<file path="src/rtl/fp_mul_sched.sv">
// Round-robin issue of two requesters onto one shared pipelined FP multiplier, results routed back by tag.
// Accept edge to result edge is LATENCY+1, one op per cycle; hold only blocks issue, results have no backpressure.
module fp_mul_sched #(
  parameter int LATENCY = 4,
  parameter int WIDTH   = 32
) (
  input  logic             clk,
  input  logic             rst,
  input  logic             req0,
  input  logic [WIDTH-1:0] a0,
  input  logic [WIDTH-1:0] b0,
  output logic             gnt0,
  input  logic             req1,
  input  logic [WIDTH-1:0] a1,
  input  logic [WIDTH-1:0] b1,
  output logic             gnt1,
  input  logic             hold,
  output logic [WIDTH-1:0] mul_a,
  output logic [WIDTH-1:0] mul_b,
  output logic             mul_in_valid,
  input  logic [WIDTH-1:0] mul_res,
  output logic [WIDTH-1:0] res_data,
  output logic             res_valid0,
  output logic             res_valid1,
  output logic [4:0]       inflight,
  output logic             busy
);

  logic             rr_q, rr_d;
  logic [LATENCY:0] tag_vld_q, tag_vld_d;
  logic [LATENCY:0] tag_id_q, tag_id_d;
  logic [WIDTH-1:0] mul_a_q, mul_a_d;
  logic [WIDTH-1:0] mul_b_q, mul_b_d;
  logic             mul_vld_q, mul_vld_d;
  logic [WIDTH-1:0] res_data_q, res_data_d;
  logic             rv0_q, rv0_d;
  logic             rv1_q, rv1_d;
  logic [4:0]       inflight_q, inflight_d;
  logic             accept;
  logic             out_vld;
  logic             out_id;

  // rr_q names the requester that wins when both ask in the same cycle.
  always_comb begin
    gnt0 = 1'b0;
    gnt1 = 1'b0;
    if (!hold) begin
      if (req0 && (!req1 || !rr_q)) begin
        gnt0 = 1'b1;
      end else if (req1) begin
        gnt1 = 1'b1;
      end
    end
  end

  assign accept  = gnt0 | gnt1;
  assign out_vld = tag_vld_q[LATENCY];
  assign out_id  = tag_id_q[LATENCY];

  always_comb begin
    rr_d       = rr_q;
    mul_a_d    = mul_a_q;
    mul_b_d    = mul_b_q;
    mul_vld_d  = accept;
    tag_vld_d  = {tag_vld_q[LATENCY-1:0], accept};
    tag_id_d   = {tag_id_q[LATENCY-1:0], gnt1};
    res_data_d = res_data_q;
    rv0_d      = out_vld & ~out_id;
    rv1_d      = out_vld & out_id;
    inflight_d = inflight_q + 5'(accept) - 5'(out_vld);
    if (accept) begin
      rr_d    = ~gnt1;
      mul_a_d = gnt1 ? a1 : a0;
      mul_b_d = gnt1 ? b1 : b0;
    end
    // The last tag stage lines up with the multiplier's output register.
    if (out_vld) begin
      res_data_d = mul_res;
    end
  end

  always_ff @(posedge clk) begin
    if (rst) begin
      rr_q       <= 1'b0;
      tag_vld_q  <= '0;
      tag_id_q   <= '0;
      mul_a_q    <= '0;
      mul_b_q    <= '0;
      mul_vld_q  <= 1'b0;
      res_data_q <= '0;
      rv0_q      <= 1'b0;
      rv1_q      <= 1'b0;
      inflight_q <= '0;
    end else begin
      rr_q       <= rr_d;
      tag_vld_q  <= tag_vld_d;
      tag_id_q   <= tag_id_d;
      mul_a_q    <= mul_a_d;
      mul_b_q    <= mul_b_d;
      mul_vld_q  <= mul_vld_d;
      res_data_q <= res_data_d;
      rv0_q      <= rv0_d;
      rv1_q      <= rv1_d;
      inflight_q <= inflight_d;
    end
  end

  assign mul_a        = mul_a_q;
  assign mul_b        = mul_b_q;
  assign mul_in_valid = mul_vld_q;
  assign res_data     = res_data_q;
  assign res_valid0   = rv0_q;
  assign res_valid1   = rv1_q;
  assign inflight     = inflight_q;
  assign busy         = |inflight_q;

endmodule

</file>
<file path="config.mk">
export PLATFORM = sky130hd
export DESIGN_NAME = fp_mul_sched
export DESIGN_NICKNAME = d
export VERILOG_FILES = /design/src/rtl/fp_mul_sched.sv
export SDC_FILE = /design/constraint.sdc
export NUM_CORES = 1
export LEC_CHECK = 0
export ABC_AREA = 1
export CORE_MARGIN = 3
export CORE_UTILIZATION = 39
export DETAILED_ROUTE_END_ITERATION = 12
export PLACE_DENSITY_LB_ADDON = 0.25
export SYNTH_ARGS = -nofsm -noshare
export SYNTH_HDL_FRONTEND = slang
export SYNTH_SLANG_ARGS = --single-unit
</file>
<file path="constraint.sdc">
create_clock -name clk -period 2.3 [get_ports clk]
set_input_delay 0.23 -clock clk [delete_from_list [all_inputs] [get_ports clk]]
set_output_delay 0.23 -clock clk [all_outputs]
set_load 0.02 [all_outputs]
</file>
==> reports/results.ini, run 1 <==
[placement]
dpl.hpwl_mm = 10.9
post-place-cells = 1124
gp_congestion = 0.826
port_buffers = 271

[floorplanning]
io_pins = 272
design.die.area_um2 = 14200
start_util = 0.408
die_y_um = 119
rows = 40
coreArea_um2 = 12300
die_w_um = 119

[worst_setup_path]
crit_path_max_fanout = 2
required_ns = 2.07
startpoint_type = flip-flop
end_kind = primary output
critPathKind = reg2out
cp.arrival_ns = 1.80

[cells_and_area]
drive_gt1_frac = 0.0577
final_cell_mix = clkdlybuf4s50_1, nand2_1, nand3_1
num-nets-final = 1147
area_delta_synth_final_pct = 67.6
finalNonFillerCells = 1156
antenna_cells = 0
final_common_cell = clkdlybuf4s50_1

[detailed_routing]
drtIter0Drc = 255
drt.antenna.violating_nets = 0
routed_wl_mm = 15.8
num_vias = 5403
wl_per_cell_um = 13.7
vias_per_cell = 4.67
first_pass_iters = 4
drc = 0

[global_routing]
antenna_found_initial = 0
grt_pass1_wl_mm = 25.1
grt_pass1_vias = 5175
grt_max_degree = 66
gr-total-overflow = 0
grt_usage = 0.217

[cts]
hold_buffers = 0
clock_sinks = 114
cts_tree = built
cts_buffer_depth = 2
cts_made_buffers = 17
cts_resized = 0
htreeDepth = 4
clk_pin_slew_worst_paths_ns = 0.06
clk_latency_ns = 0.40
clockRootBuffer = clkbuf_16
cts_setup_buffers = 0

[run]
max_cap_violations = 0

[yosys]
ys_seq_area_frac = 0.456
syn_area_per_cell_um2 = 6.94
ys_types = 22
synthTopCellsByArea = dfxtp_1, nand2_1, nand3_1, nor2_1, buf_4
syn-cell-area_um2 = 5000
synth_top_area_share = 0.456
ys_warn_count = 0
ys_ff_latch = 114
synth_nets = 893
syn_inst = 721
synth_top_area_cell = dfxtp_1

[sta]
slew_headroom = 0.308
setup_viol = 0
slew_viol_final = 0
rsz0062_at_grt = no
hold_viol = 0
period_needed_ns = 2.03
fin_crit_sh = 0.883
worst_slew_pin_slew_ns = 1.04
max_freq_ghz = 0.493
holdWs_ns = 0.406
finClkSkew_ns = 0.00903

[hold_path]
hold_path_class = reg2reg

[pwr]
pwr_density_cell_nw_per_um2 = 732
leakage_nw = 3.84
ir_drop_mv = 0.411

[status]
status = completed

==> power by group <==
part / leakage (nW) / switching (mW) / total, mW / internal [mW]
clock network: 0.300 / 0.914 / 2.72 / 1.81
logic: 2.61 / 0.615 / 1.25 / 0.634
registers: 0.932 / 0.0668 / 2.17 / 2.10
==> per-layer routing <==
metal	routed length (um)	track usage
met1	6470	0.239
met2	7870	0.379
met3	1280	0.0859
met4	227	0.0775
met5	0	0
==> synth_stat cells <==
master    number
nand3b_1       1
nand2_1      267
clkbuf_1      14
inv_2          4
a21oi_2        1
fa_1           1
a21oi_1        5
ha_1           6
nand3_2        1
nor2_1        80
buf_6          5
nor2_2         1
nor3_1         1
inv_1         20
xor2_1         1
o21ai_0       32
buf_4         24
dfxtp_1      114
nand3_1      132
buf_1          2
nand2_2        1
buf_2          8
==> logic make-up after synthesis <==
family                   after synthesis  share of synthesized area
AO/OA/AOI/OAI                         38                     0.0387
XOR/XNOR                               1                    0.00175
adder cells (fa/ha/maj)                7                     0.0190
buffers and inverters                 77                     0.0852
flip-flops                           114                      0.456
AND/OR/NAND/NOR                      484                      0.399
==> sequential cells by signal, indices dropped and copies added, names as in the netlist <==
register    cells
res_valid1      1
res_valid0      1
tag_id_q        5
rr_q            1
mul_b          32
tag_vld_q       5
res_data       32
inflight        5
mul_a          32
==> metrics by stage <==
step                cell area, um2  TNS (ns)  utilization  setup WS, ns  power, mW
finish                        8390         0        0.684         0.270       6.14
global route                  8390         0        0.684         0.131       6.40
CTS                           8390         0        0.684         0.231       6.20
detailed placement            7770    -0.101        0.634       -0.0927       3.45
global placement              7770   -0.0563        0.634       -0.0563       3.44
floorplan                     5000         0            -         0.219       2.81
==> final timing paths <==
| check | startpoint | to | slack [ns] | depth (start not counted) |
|---|---|---|---|---|
| max | rr_q | gnt1 | 0.27 | 6 |
| min | tag_vld_q[2] | tag_vld_q[3] | 0.41 | 2 |
| max reg2reg | rr_q | inflight[4] | 0.29 | 12 |
| min reg2reg | tag_vld_q[2] | tag_vld_q[3] | 0.41 | 2 |
==> worst max-delay path, cell delays in order (launching register included) <==
cell             delay (ns)
dfxtp_1                0.34
nand2_1                0.08
buf_4                  0.14
nand2_2                0.08
nand2_2                0.06
inv_1                  0.08
clkdlybuf4s50_1        0.61
==> layout make-up <==
type	count	area [um2]
Clock buffer	18	429
Clock inverter	14	186
Fill cell	1040	3870
Inverter	24	90.1
Timing Repair Buffer	288	2880
Sequential cell	114	2280
Multi-Input combinational cell	530	2310
Tap cell	168	210
(Power assumes the default switching activity.)
==> run 2, diff against run 1 <==
--- a/config.mk
+++ b/config.mk
@@ -6,6 +6,8 @@
 export NUM_CORES = 1
 export LEC_CHECK = 0
 export ABC_AREA = 1
+export ABC_CLOCK_PERIOD_IN_PS = 2300
+export CORE_ASPECT_RATIO = 1.5
 export CORE_MARGIN = 3
 export CORE_UTILIZATION = 39
 export DETAILED_ROUTE_END_ITERATION = 12
==> run 2 against run 1 <==
Compared with the run above:
- clock-buffer cell count is the same
- sequential share of layout area is 0.11 points higher
- power shrank 2.8%
- setup slack improved by 0.024 ns
- routed wire length is 3.0% higher
- cell count down 1.0%
- sequential cell count did not move
- critical path type unchanged
==> reports/results.ini, run 2 (synthesized netlist as in run 1, its figures left out) <==
[placement]
port_buffers = 271
gp_congestion = 0.806
dpl.hpwl_mm = 11.1
post-place-cells = 1112

[cts]
clock_sinks = 114
hold_buffers = 0
cts_setup_buffers = 0
clk_latency_ns = 0.40
htreeDepth = 4
cts_made_buffers = 17
clk_pin_slew_worst_paths_ns = 0.05
cts_tree = built
clockRootBuffer = clkbuf_16
cts_resized = 0
cts_buffer_depth = 2

[worst_setup_path]
cp_num_cells = 6
critPathTopFamily = buffers and inverters
end_kind = primary output
max_stage_delay_ns = 0.60
path_buf_inv = 3
slowest_stage = clkdlybuf4s50_1
startpoint_type = flip-flop
required_ns = 2.07
crit_path_max_fanout = 2
critPathKind = reg2out
cp.arrival_ns = 1.78
cp_cell_sequence = nand2_1 -> buf_4 -> nand2_2 -> nand2_2 -> inv_1 -> clkdlybuf4s50_1
reg2reg_depth = 12
crit_path_frequent_cell = nand2_2

[floorplanning]
coreArea_um2 = 12500
io_pins = 272
design.die.area_um2 = 14300
start_util = 0.400
die_w_um = 98.5
die_y_um = 145
rows = 50

[sta]
hold_viol = 0
slew_headroom = 0.351
worst_slew_pin_slew_ns = 0.972
finClkSkew_ns = 0.00819
max_freq_ghz = 0.499
fin_crit_sh = 0.872
rsz0062_at_grt = no
holdWs_ns = 0.404
setup_viol = 0
period_needed_ns = 2.01
slew_viol_final = 0

[global_routing]
grt_max_degree = 66
gr-total-overflow = 0
grt_pass1_vias = 5174
grt_usage = 0.223
grt_pass1_wl_mm = 25.5
antenna_found_initial = 0

[cells_and_area]
n_fill_cell = 1135
drive_gt1_frac = 0.0577
num-nets-final = 1147
final_cell_mix = clkdlybuf4s50_1, nand2_1, nand3_1
finalNonFillerCells = 1144
final_common_cell = clkdlybuf4s50_1
register_area_um2 = 2280
area_delta_synth_final_pct = 66.9
antenna_cells = 0
multi_input_area_um2 = 2310

[detailed_routing]
drc = 0
wl_per_cell_um = 14.3
routed_wl_mm = 16.3
num_vias = 5455
drt.antenna.violating_nets = 0
first_pass_iters = 4
drtIter0Drc = 193
vias_per_cell = 4.77

[run]
max_cap_violations = 0

[pwr]
ir_drop_mv = 0.573
pwr_density_cell_nw_per_um2 = 714
leakage_nw = 3.83

[status]
status = completed

[hold_path]
hold_depth = 2
hold_path_class = reg2reg

[run 2: layer usage]
layer  GRT usage  wire length, um
met2       0.399             8300
met1       0.248             6440
met5           0                0
met3      0.0667             1230
met4      0.0863              364
[run 2: worst paths after layout]
kind               startpoint     endpoint  slack, ns
setup / recovery         rr_q         gnt1       0.29
hold / removal    tag_id_q[2]  tag_id_q[3]       0.40
setup reg to reg         rr_q  inflight[4]       0.32
hold reg to reg   tag_id_q[2]  tag_id_q[3]       0.40
[run 2: final cells by class]
cell class,instances,area share
Clock buffer,18,0.0514
Clock inverter,14,0.0187
Inverter,24,0.0108
Multi-Input combinational cell,530,0.277
Sequential cell,114,0.273
Tap cell,156,0.0234
Timing Repair Buffer,288,0.346
[run 2: power breakdown]
group	leakage (nW)	total (mW)	switching, mW	internal, mW
Combinational	2.61	1.24	0.606	0.635
Sequential	0.932	2.17	0.0674	2.10
Clock	0.285	2.56	0.948	1.61
[run 2: through the flow]
stage | setup TNS, ns | worst slack, ns | area (um2) | power, mW | utilization
floorplan | 0 | 0.219 | 5000 | 2.81 | -
global placement | -0.0380 | -0.0380 | 7770 | 3.44 | 0.621
detailed placement | -0.0953 | -0.0652 | 7770 | 3.45 | 0.621
CTS | 0 | 0.271 | 8350 | 6.04 | 0.668
global route | 0 | 0.153 | 8350 | 6.25 | 0.668
finish | 0 | 0.295 | 8350 | 5.96 | 0.668
[run 2: worst reg2reg max path: cells and delay by family, from the launching register on]
kind	cells	cell delay, ns
compound gates	1	0.15
fa+ha+maj	3	0.80
buf+inv	3	0.15
flops	1	0.32
simple gates	5	0.49
==> run 3, diff against run 2 <==
--- a/config.mk
+++ b/config.mk
@@ -8,10 +8,11 @@
 export ABC_AREA = 1
 export ABC_CLOCK_PERIOD_IN_PS = 2300
 export CORE_ASPECT_RATIO = 1.5
-export CORE_MARGIN = 3
+export CORE_MARGIN = 2
 export CORE_UTILIZATION = 39
 export DETAILED_ROUTE_END_ITERATION = 12
 export PLACE_DENSITY_LB_ADDON = 0.25
+export RECOVER_POWER = 100
 export SYNTH_ARGS = -nofsm -noshare
 export SYNTH_HDL_FRONTEND = slang
 export SYNTH_SLANG_ARGS = --single-unit
==> run 3 against run 2 <==
Compared with the run above:
- fmax decreased by 2.2%
- sequential cell count unchanged
- final area is 0.57% lower
- combinational power decreased by 4%
- critical path depth is 1 higher
- sequential power about the same
- core utilization down 0.38 points
- non-clock buffer count decreased by 1
- register-to-register slack worse by 0.07 ns
- clock power fell by 2%
- highest routed layer unchanged
==> reports/results.ini, run 3 (synthesized netlist as in run 1, its figures left out) <==
[status]
status = completed

[detailed_routing]
drtIter0Drc = 171
drt.antenna.violating_nets = 0
drc = 0
wl_per_cell_um = 14.2
num_vias = 5451
first_pass_iters = 4
vias_per_cell = 4.77
routed_wl_mm = 16.2

[placement]
port_buffers = 271
post_dp_cell_area_um2 = 7760
gp_congestion = 0.796
post-place-cells = 1111
post-place-ws_ns = -0.139
dpl.hpwl_mm = 10.9

[pwr]
ir_drop_mv = 0.580
pwr_density_cell_nw_per_um2 = 705
leakage_nw = 4.10

[cts]
cts_resized = 0
clock_sinks = 114
clk_pin_slew_worst_paths_ns = 0.05
cts_buffer_depth = 2
cts_made_buffers = 17
clk_latency_ns = 0.41
htreeDepth = 4
cts_setup_buffers = 0
hold_buffers = 0
cts_tree = built
clockRootBuffer = clkbuf_16

[worst_setup_path]
startpoint_type = input port
max_stage_delay_ns = 0.67
startpoint = req1
reg2reg_depth = 12
end_kind = primary output
timing.rr.start = rr_q
required_ns = 2.07
critPathKind = in2out
slowest_stage = dlygate4sd3_1
crit_path_frequent_cell = nand2_2
crit_path_max_fanout = 3
cp_cell_sequence = clkdlybuf4s50_1 -> nand2_1 -> buf_4 -> nand2_2 -> nand2_2 -> inv_1 -> dlygate4sd3_1
cp.arrival_ns = 1.82

[sta]
setup_viol = 0
slew_headroom = 0.190
finClkSkew_ns = 0.00786
max_freq_ghz = 0.488
final.setup.tns_ns = 0
period_needed_ns = 2.05
fin_crit_sh = 0.892
slew_viol_final = 0
rsz0062_at_grt = no
hold_viol = 0
fin_ws_ns = 0.249
worst_slew_pin_slew_ns = 1.21

[cells_and_area]
final_common_cell = nand2_1
drive_gt1_frac = 0.0547
num-nets-final = 1146
area_delta_synth_final_pct = 66.0
finalNonFillerCells = 1143
n_fill_cell = 1126
final_area_um2 = 8310
antenna_cells = 0
final_cell_mix = nand2_1, clkdlybuf4s50_1, nand3_1

[floorplanning]
die_y_um = 143
die_w_um = 96.5
design.die.area_um2 = 13800
start_util = 0.400
io_pins = 272
coreArea_um2 = 12500
rows = 50

[hold_path]
hold_depth = 2
min-delay-start = tag_id_q[2]
hold_path_class = reg2reg

[global_routing]
grt_use_met1 = 0.254
met2_usage = 0.390
gr-usage-met3 = 0.0770
busiest_layer = met2
gr-total-overflow = 0
grt_pass1_wl_mm = 24.5
grt_pass1_vias = 5105
grt_usage = 0.229
antenna_found_initial = 0
grt_max_degree = 66

[run]
max_cap_violations = 0

-- run 3: changes by cell type in the layout (fill, tap and decap cells not counted), sizes merged, moves of 3 or more --
cell	before	now
clkdlybuf4s50	271	163
buf	17	12
dlygate4sd3	0	108
clkinvlp	1	6
clkinv	8	5
clkbuf	18	22
-- run 3: report_power, final --
part / total (mW) / switching, mW / internal (mW) / leakage [nW]
Clock: 2.50 / 0.980 / 1.52 / 0.261
Sequential: 2.16 / 0.0641 / 2.10 / 0.932
Combinational: 1.19 / 0.608 / 0.585 / 2.91
Total: 5.86 / 1.65 / 4.20 / 4.10
-- run 3: per-stage QoR --
stage | util | hold WS, ns | power, mW
after floorplan | - | 0.365 | 2.81
after global placement | 0.620 | 0.391 | 3.44
after detailed placement | 0.620 | 0.400 | 3.45
after CTS | 0.666 | 0.389 | 5.97
after global routing | 0.664 | 0.406 | 6.12
final | 0.664 | 0.405 | 5.86
-- run 3: area by class of cell --
type | count | area (um2) | area share
clock inverters | 14 | 133 | 0.0160
flip-flops and latches | 114 | 2280 | 0.275
repair buffers | 287 | 2860 | 0.344
clock buffers | 18 | 439 | 0.0529
multi-input cells | 530 | 2310 | 0.278
well taps | 156 | 195 | 0.0235
inverters | 24 | 90.1 | 0.0108
-- run 3: path summary, 6_finish.rpt --
check / slack, ns / endpoint
worst max-delay path: 0.25 / gnt1
worst min-delay path: 0.41 / tag_id_q[3]
worst max register to register: 0.25 / inflight[4]
worst min register to register: 0.41 / tag_id_q[3]
-- run 3: critical path: cells and delay by family --
kind / cells / cell delay [ns]
buffers and inverters: 4 / 1.37
AND/OR/NAND/NOR: 3 / 0.23
-- run 3: layer usage --
layer	share of wire	routed length (um)	vias to the layer above
met5	0	0	-
met2	0.50	8110	205
met1	0.39	6240	2413
met3	0.089	1430	33
met4	0.024	392	0
li1	-	-	2800
